**src/rtl/posit_defines.sv**
```systemverilog
// Shared helpers for the posit decode pipeline: derived field widths and the
// flag bundle that travels with every beat.
package posit_defines;

  // Signed scale width: enough for +/-(NBITS-2)*2^ES plus the exponent.
  function automatic int scale_w(input int nbits, input int es);
    return $clog2(nbits) + es + 1;
  endfunction

  // Fraction bits left after sign, the shortest regime (2 bits) and exponent.
  function automatic int frac_w(input int nbits, input int es);
    return nbits - es - 3;
  endfunction

  typedef struct packed {
    logic sign;
    logic zero;
    logic inf;
  } flags_t;

endpackage

```
**src/rtl/posit_regime_count.sv**
```systemverilog
// Combinational leading-run counter: length of the run of bits equal to the MSB
// and the polarity of that run (1 = run of ones).
module posit_regime_count #(
  parameter int  W   = 31,
  localparam int M_W = $clog2(W + 1)
) (
  input  logic [W-1:0]   i_bits,
  output logic [M_W-1:0] o_run,
  output logic           o_pol
);

  logic w_found;

  always_comb begin
    // NOTE: every output of a combinational block gets a default before any
    // conditional update, otherwise synthesis infers a latch.
    o_pol   = i_bits[W-1];
    o_run   = M_W'(W);
    w_found = 1'b0;
    for (int i = W - 1; i >= 0; i--) begin
      if (!w_found && (i_bits[i] != o_pol)) begin
        o_run   = M_W'(W - 1 - i);
        w_found = 1'b1;
      end
    end
  end

endmodule

```
**src/rtl/posit_extract_pipe.sv**
```systemverilog
// 3-stage posit decoder with valid/ready flow control and a pass-through tag.
// Optional zero/NaR output counters are enabled by POSIT_EXTRACT_SPECIAL_CNT_EN.
module posit_extract_pipe
  import posit_defines::*;
#(
  parameter int  NBITS   = 32,
  parameter int  ES      = 2,
  parameter int  TAG_W   = 8,
  localparam int SCALE_W = scale_w(NBITS, ES),
  localparam int FRAC_W  = frac_w(NBITS, ES)
) (
  input  logic                      clk,
  input  logic                      reset_n,
  input  logic                      in_valid,
  output logic                      in_ready,
  input  logic [NBITS-1:0]          in_data,
  input  logic [TAG_W-1:0]          in_tag,
  output logic                      out_valid,
  input  logic                      out_ready,
  output logic                      out_sign,
  output logic                      out_zero,
  output logic                      out_inf,
  output logic signed [SCALE_W-1:0] out_scale,
  output logic [FRAC_W-1:0]         out_fraction,
  output logic [NBITS-2:0]          out_abs,
  output logic [TAG_W-1:0]          out_tag
`ifdef POSIT_EXTRACT_SPECIAL_CNT_EN
  ,
  input  logic                      cnt_clear,
  output logic [31:0]               zero_cnt,
  output logic [31:0]               inf_cnt
`endif
);

  localparam int M_W = $clog2(NBITS);

  typedef struct packed {
    logic                      sign;
    logic                      zero;
    logic                      inf;
    logic signed [SCALE_W-1:0] scale;
    logic [FRAC_W-1:0]         fraction;
  } value_t;

  typedef struct packed {
    flags_t           flags;
    logic [NBITS-2:0] abs;
    logic [TAG_W-1:0] tag;
  } s1_t;

  // sh is the regime width minus 2, so S3 only shifts the bits below the
  // shortest possible regime.
  typedef struct packed {
    flags_t                    flags;
    logic [NBITS-2:0]          abs;
    logic signed [SCALE_W-1:0] k;
    logic [M_W-1:0]            sh;
    logic [TAG_W-1:0]          tag;
  } s2_t;

  typedef struct packed {
    value_t           val;
    logic [NBITS-2:0] abs;
    logic [TAG_W-1:0] tag;
  } s3_t;

  logic r_v1, r_v2, r_v3;
  s1_t  r_s1, w_s1;
  s2_t  r_s2, w_s2;
  s3_t  r_s3, w_s3;
  logic w_ld1, w_ld2, w_ld3;

  assign w_ld3    = ~r_v3 | out_ready;
  assign w_ld2    = ~r_v2 | w_ld3;
  assign w_ld1    = ~r_v1 | w_ld2;
  assign in_ready = w_ld1;

  always_comb begin
    w_s1            = '0;
    w_s1.flags.sign = in_data[NBITS-1];
    w_s1.flags.zero = (in_data == '0);
    w_s1.flags.inf  = in_data[NBITS-1] & (in_data[NBITS-2:0] == '0);
    w_s1.abs        = in_data[NBITS-1] ? (~in_data[NBITS-2:0] + {{(NBITS-2){1'b0}}, 1'b1})
                                       : in_data[NBITS-2:0];
    w_s1.tag        = in_tag;
  end

  logic [M_W-1:0]            w_run;
  logic                      w_pol;
  logic signed [SCALE_W-1:0] w_m;

  posit_regime_count #(.W(NBITS - 1)) u_regime (
    .i_bits (r_s1.abs),
    .o_run  (w_run),
    .o_pol  (w_pol)
  );

  always_comb begin
    w_m        = signed'(SCALE_W'(w_run));
    w_s2       = '0;
    w_s2.flags = r_s1.flags;
    w_s2.abs   = r_s1.abs;
    w_s2.tag   = r_s1.tag;
    w_s2.k     = w_pol ? (w_m - SCALE_W'(1)) : -w_m;
    w_s2.sh    = (w_run == M_W'(NBITS - 1)) ? (w_run - M_W'(2)) : (w_run - M_W'(1));
  end

  logic [NBITS-4:0]          w_body;
  logic signed [SCALE_W-1:0] w_exp;

  assign w_body = r_s2.abs[NBITS-4:0] << r_s2.sh;

  generate
    if (ES > 0) begin : g_exp
      assign w_exp = SCALE_W'(w_body[NBITS-4 -: ES]);
    end else begin : g_no_exp
      assign w_exp = '0;
    end
  endgenerate

  always_comb begin
    w_s3          = '0;
    w_s3.val.sign = r_s2.flags.sign;
    w_s3.val.zero = r_s2.flags.zero;
    w_s3.val.inf  = r_s2.flags.inf;
    w_s3.abs      = r_s2.abs;
    w_s3.tag      = r_s2.tag;
    if (!r_s2.flags.zero && !r_s2.flags.inf) begin
      w_s3.val.scale    = (r_s2.k <<< ES) + w_exp;
      w_s3.val.fraction = w_body[FRAC_W-1:0];
    end
  end

  always_ff @(posedge clk or negedge reset_n) begin
    // NOTE: clocked state uses non-blocking assignments so every stage samples
    // the pre-edge value of the stage in front of it.
    if (!reset_n) begin
      r_v1 <= 1'b0;
      r_v2 <= 1'b0;
      r_v3 <= 1'b0;
      r_s1 <= '0;
      r_s2 <= '0;
      r_s3 <= '0;
    end else begin
      if (w_ld1) begin
        r_v1 <= in_valid;
        if (in_valid) r_s1 <= w_s1;
      end
      if (w_ld2) begin
        r_v2 <= r_v1;
        if (r_v1) r_s2 <= w_s2;
      end
      if (w_ld3) begin
        r_v3 <= r_v2;
        if (r_v2) r_s3 <= w_s3;
      end
    end
  end

  assign out_valid    = r_v3;
  assign out_sign     = r_s3.val.sign;
  assign out_zero     = r_s3.val.zero;
  assign out_inf      = r_s3.val.inf;
  assign out_scale    = r_s3.val.scale;
  assign out_fraction = r_s3.val.fraction;
  assign out_abs      = r_s3.abs;
  assign out_tag      = r_s3.tag;

`ifdef POSIT_EXTRACT_SPECIAL_CNT_EN
  logic        w_out_hs;
  logic [31:0] r_zero_cnt, r_inf_cnt;

  assign w_out_hs = r_v3 & out_ready;

  always_ff @(posedge clk or negedge reset_n) begin
    if (!reset_n) begin
      r_zero_cnt <= '0;
      r_inf_cnt  <= '0;
    end else if (cnt_clear) begin
      r_zero_cnt <= '0;
      r_inf_cnt  <= '0;
    end else begin
      if (w_out_hs && r_s3.val.zero && (r_zero_cnt != '1)) r_zero_cnt <= r_zero_cnt + 32'd1;
      if (w_out_hs && r_s3.val.inf  && (r_inf_cnt  != '1)) r_inf_cnt  <= r_inf_cnt  + 32'd1;
    end
  end

  assign zero_cnt = r_zero_cnt;
  assign inf_cnt  = r_inf_cnt;
`endif

endmodule

```
**config.mk**
```make
export PLATFORM = sky130hd
export DESIGN_NAME = posit_extract_pipe
export DESIGN_NICKNAME = d
export VERILOG_FILES = /design/src/rtl/posit_defines.sv /design/src/rtl/posit_regime_count.sv /design/src/rtl/posit_extract_pipe.sv
export SDC_FILE = /design/constraint.sdc
export NUM_CORES = 1
export LEC_CHECK = 0
export BUFFER_PORTS_ARGS = -buffer_cell sky130_fd_sc_hd__buf_2
export CORE_MARGIN = 1
export CORE_UTILIZATION = 50
export CTS_CLUSTER_SIZE = 16
export DETAILED_ROUTE_END_ITERATION = 6
export PLACE_DENSITY = 0.73
export SLEW_MARGIN = 10
export SYNTH_ARGS = -nofsm -noshare
export SYNTH_HDL_FRONTEND = slang
export SYNTH_SLANG_ARGS = --single-unit
```
**constraint.sdc**
```tcl
create_clock -name clk -period 3.1 [get_ports clk]
set_input_delay 0.155 -clock clk [delete_from_list [all_inputs] [get_ports clk]]
set_output_delay 0.155 -clock clk [all_outputs]
set_load 0.03 [all_outputs]
```
==> reports/qor.log <==
INFO  grt            grt_max_degree=86
INFO  critical_path  critPathCaptureType=flip-flop
INFO  pwr            pwr_density_cell=909nW/µm²
INFO  hold_path      timing.hold.worst.start=in_data[0]
INFO  placement      place_hpwl=16200µm
INFO  critical_path  cp_top_family=simple AND/OR/NAND/NOR gates
INFO  floorplan      ios=123
INFO  route          routed-via-count=7295
INFO  clock_network  clk_latency=420ps
INFO  yosys          synth_area_per_cell=10.9µm²
INFO  pwr            peakVddDrop=0.431mV
INFO  route          post_drt_wl_per_cell=17.9µm
INFO  critical_path  critical_path.slowest_cell=sky130_fd_sc_hd__or4_4
INFO  critical_path  critPathLaunchType=flip-flop
INFO  hold_path      worstHoldPathCells=3
INFO  placement      numPortBuffers=122
INFO  hold_path      hold_path_end=r_s1[8]$_DFFE_PN0P_
INFO  layout         final_cell_mix=174 x sky130_fd_sc_hd__dfrtp_1, 121 x sky130_fd_sc_hd__buf_2, 98 x sky130_fd_sc_hd__mux2_2
INFO  layout         finalCoreUtilization=0.639
INFO  route          drt-initial-drc-count=535
INFO  route          drt_pass1_iterations=7
INFO  yosys          synth_simple_gate_area_frac=0.121
INFO  clock_network  depth_of_the_cts_h_tree=4
INFO  pwr            total_power=10.5mW
INFO  critical_path  critical_path.max_fanout=4
INFO  run_status     violations=DRC
INFO  grt            grt_first_pass_wirelength=37500µm
INFO  grt            grt_util_met3=0.0492
INFO  grt            top_usage_layer=met2
INFO  sta            post-route-period-util=0.998
INFO  sta            finalClockSkew=10.3ps
INFO  layout         post_route_cells_drive_above_1_share=0.377
INFO  sta            final.min_clock_period=3090ps
INFO  floorplan      floorplan_core_area=18100µm²
INFO  critical_path  rr_worst_depth=10
INFO  yosys          seq_area_frac_synth=0.471
INFO  yosys          synthMuxAreaShare=0.195
INFO  hold_path      hp-class=in2reg
INFO  grt            antenna_violations_before_repair=0
INFO  critical_path  worst-endpoint-arrival=3400ps
INFO  route          drtAntennaViolNets=0
INFO  sta            finalMaxSlewViolations=0
INFO  yosys          synth_edf_count=0
INFO  layout         final_net_count=1077
INFO  floorplan      die_width=138µm
INFO  sta            worst_margin_pin_slew=770ps
INFO  layout         fillCellCount=1441
INFO  grt            first_global_vias=7084
INFO  yosys          yosys_warnings=0
INFO  clock_network  cts.path.max_buffers=2
INFO  yosys          synth_ff_type=sky130_fd_sc_hd__dfrtp_1
INFO  sta            rsz_0062_raised_after_global_routing=true
INFO  yosys          async_flop_share=1.00
INFO  route          post-route-drc-count=12
INFO  route          vias_per_cell=5.75
INFO  layout         most_common_library_cell_in_the_layout_ignoring_fill_and_taps=sky130_fd_sc_hd__dfrtp_1
INFO  yosys          post_synth_num_cell_types=66
INFO  floorplan      fp.dieH=138µm
INFO  sta            max_freq=323MHz
INFO  sta            setup_viol_count_final=0
INFO  sta            hold_violations=0
INFO  yosys          mappedNetlistNets=903
INFO  clock_network  clock_sinks=175
INFO  run_status     run_status=finished with violations
INFO  yosys          synth_top_family_by_area=multiplexers
INFO  layout         area_growth_syn_to_layout=24.3%
INFO  clock_network  clock_transition_at_the_registers_of_the_reported_paths=60ps
INFO  flow_run       maxCapViolations=0
INFO  grt            grt_overflow_total=0
INFO  critical_path  crit_buf_inv=2
INFO  critical_path  critPathKind=reg2reg
INFO  yosys          netlist_instances=853
INFO  route          postRouteWirelength=22700µm
INFO  yosys          synth_area_in_compound_gates=0.140
INFO  clock_network  cts_buffers=17
INFO  sta            max-slew-margin-rel=0.485
INFO  pwr            p_leak=5.24nW
INFO  floorplan      std_cell_rows=49
INFO  critical_path  critical_path_required=3410ps
INFO  critical_path  regToRegEndpoint=r_s2[18]$_DFFE_PN0P_
INFO  floorplan      die_area=19100µm²
INFO  grt            gr-usage-all-layers=0.247
INFO  floorplan      initial_utilization=0.514
INFO  placement      weighted_congestion_at_the_end_of_routability_driven_global_placement=0.905
INFO  yosys          syn_area=9290µm²
INFO  critical_path  timing.reg2reg.setup_slack=5ps
INFO  critical_path  cells_traversed_along_the_worst_timing_path=or4_4 > o32a_4 > buf_4 > or2_2 > o22ai_2 > or3_4 > buf_12 > ha_4 > or4b_1 > a32o_1
INFO  layout         antennaDiodeCount=0
INFO  yosys          synthAdderAreaFrac=0.00808
INFO  clock_network  clock_tree_from_tritoncts=done
INFO  clock_network  root_buffer=sky130_fd_sc_hd__clkbuf_16
INFO  yosys          synth_xor_area_frac=0.0320
INFO  grt            global_route.usage.met1=0.341
INFO  critical_path  timing.critical_path.slowest_cell_delay=540ps
INFO  yosys          ys_ff_latch=175
INFO  grt            grtUsageMet2=0.386
INFO  critical_path  rr_startpoint=r_s1[37]$_DFFE_PN0P_
-- per-layer routing --
layer / wire (µm) / vias up
li1: - / 3472
met3: 1210 / 45
met5: 0 / -
met4: 615 / 0
met2: 10500 / 239
met1: 10300 / 3539
-- registers in the layout, summed over array words and instances (netlist names) --
name          flops
out_abs          31
out_fraction     27
out_inf           1
out_scale         8
out_sign          1
out_tag           8
out_valid         1
out_zero          1
r_s1             42
r_s2             53
r_v1              1
r_v2              1
-- area by class of cell --
type,instances,area (µm²),share of cell area
well taps,229,287,0.0248
multi-input cells,605,4780,0.414
flip-flops and latches,175,4380,0.379
repair buffers,213,1410,0.122
clock inverters,10,183,0.0158
inverters,15,56.3,0.00487
clock buffers,21,460,0.0399
-- report_power, final --
group          switching (mW)  total, mW  leakage, nW  internal, mW
clock                   0.879       2.35        0.317          1.47
combinational            2.61       4.54         2.77          1.93
sequential              0.626       3.61         2.15          2.99
-- cells in the mapped netlist, drive strengths merged, types with 3 or more instances --
cell | instances | share of area
dfrtp | 175 | 0.47
mux2 | 99 | 0.12
nand2 | 94 | 0.038
o21ai | 70 | 0.038
clkbuf | 45 | 0.018
nor2 | 28 | 0.011
xor2 | 28 | 0.026
a21oi | 27 | 0.015
mux2i | 27 | 0.029
mux4 | 19 | 0.046
a211oi | 18 | 0.015
a22o | 17 | 0.016
o31ai | 16 | 0.013
nand3 | 14 | 0.0075
buf | 13 | 0.0078
inv | 13 | 0.0053
nor2b | 13 | 0.0088
nor3 | 12 | 0.0065
nand2b | 10 | 0.0067
or3 | 9 | 0.0061
and2 | 8 | 0.0054
or4 | 8 | 0.0069
or2 | 7 | 0.0047
a31oi | 6 | 0.0040
ha | 6 | 0.0081
xnor2 | 6 | 0.0057
o221ai | 5 | 0.0047
o22ai | 5 | 0.0040
nand4 | 4 | 0.0027
a2bb2oi | 3 | 0.0028
and3 | 3 | 0.0020
nand4b | 3 | 0.0028
o41ai | 3 | 0.0028
-- worst register-to-register path, delay by kind of cell (launching register included) --
family          cells  cell delay (ps)
buf+inv             2              260
flops               1              370
compound gates      3              790
fa+ha+maj           1              110
simple gates        4             1450
-- timing repair --
action                                 in CTS  in global routing
hold buffers                               10                  0
setup endpoints to repair                   9                  9
resized for setup                          20                 18
pin swaps                                  13                 13
endpoints found under the hold margin      91                  0
setup buffers                              13                  2
-- worst max-delay path by stage --
stage / startpoint / to / cells after the start
final: r_s1[37]$_DFFE_PN0P_ / r_s2[18]$_DFFE_PN0P_ / 10
after floorplan: r_s1[37]$_DFFE_PN0P_ / r_s2[18]$_DFFE_PN0P_ / 11
after global placement: r_s1[38]$_DFFE_PN0P_ / r_s2[18]$_DFFE_PN0P_ / 9
after CTS: r_s1[37]$_DFFE_PN0P_ / r_s2[18]$_DFFE_PN0P_ / 11
after detailed placement: r_s1[38]$_DFFE_PN0P_ / r_s2[17]$_DFFE_PN0P_ / 11
after global routing: r_s1[38]$_DFFE_PN0P_ / r_s2[18]$_DFFE_PN0P_ / 10
-- per-stage QoR --
stage / instances / worst slack (ps) / hold WS (ps) / cell area (µm²) / setup TNS, ps
3_3_place_gp: 1214 / -27.7 / 264 / 10600 / -92.8
5_1_grt: 1268 / -104 / 38.7 / 11600 / -438
6_report: 1268 / 5.02 / 35.7 / 11600 / 0
4_1_cts: 1267 / -45.8 / 24.5 / 11500 / -56.8
2_1_floorplan: 853 / 35.8 / -141 / 9330 / 0
3_5_place_dp: 1214 / -70.3 / 275 / 10600 / -345
-- kinds of logic (layout without fill, tap and decap cells) --
| group | Yosys count | in the layout |
|---|---|---|
| mux | 145 | 145 |
| xor+xnor | 34 | 34 |
| fa+ha+maj | 6 | 6 |
| compound gates | 194 | 194 |
| simple gates | 226 | 226 |
| buf+inv | 73 | 259 |
| flops | 175 | 175 |
(Power assumes the default switching activity.)
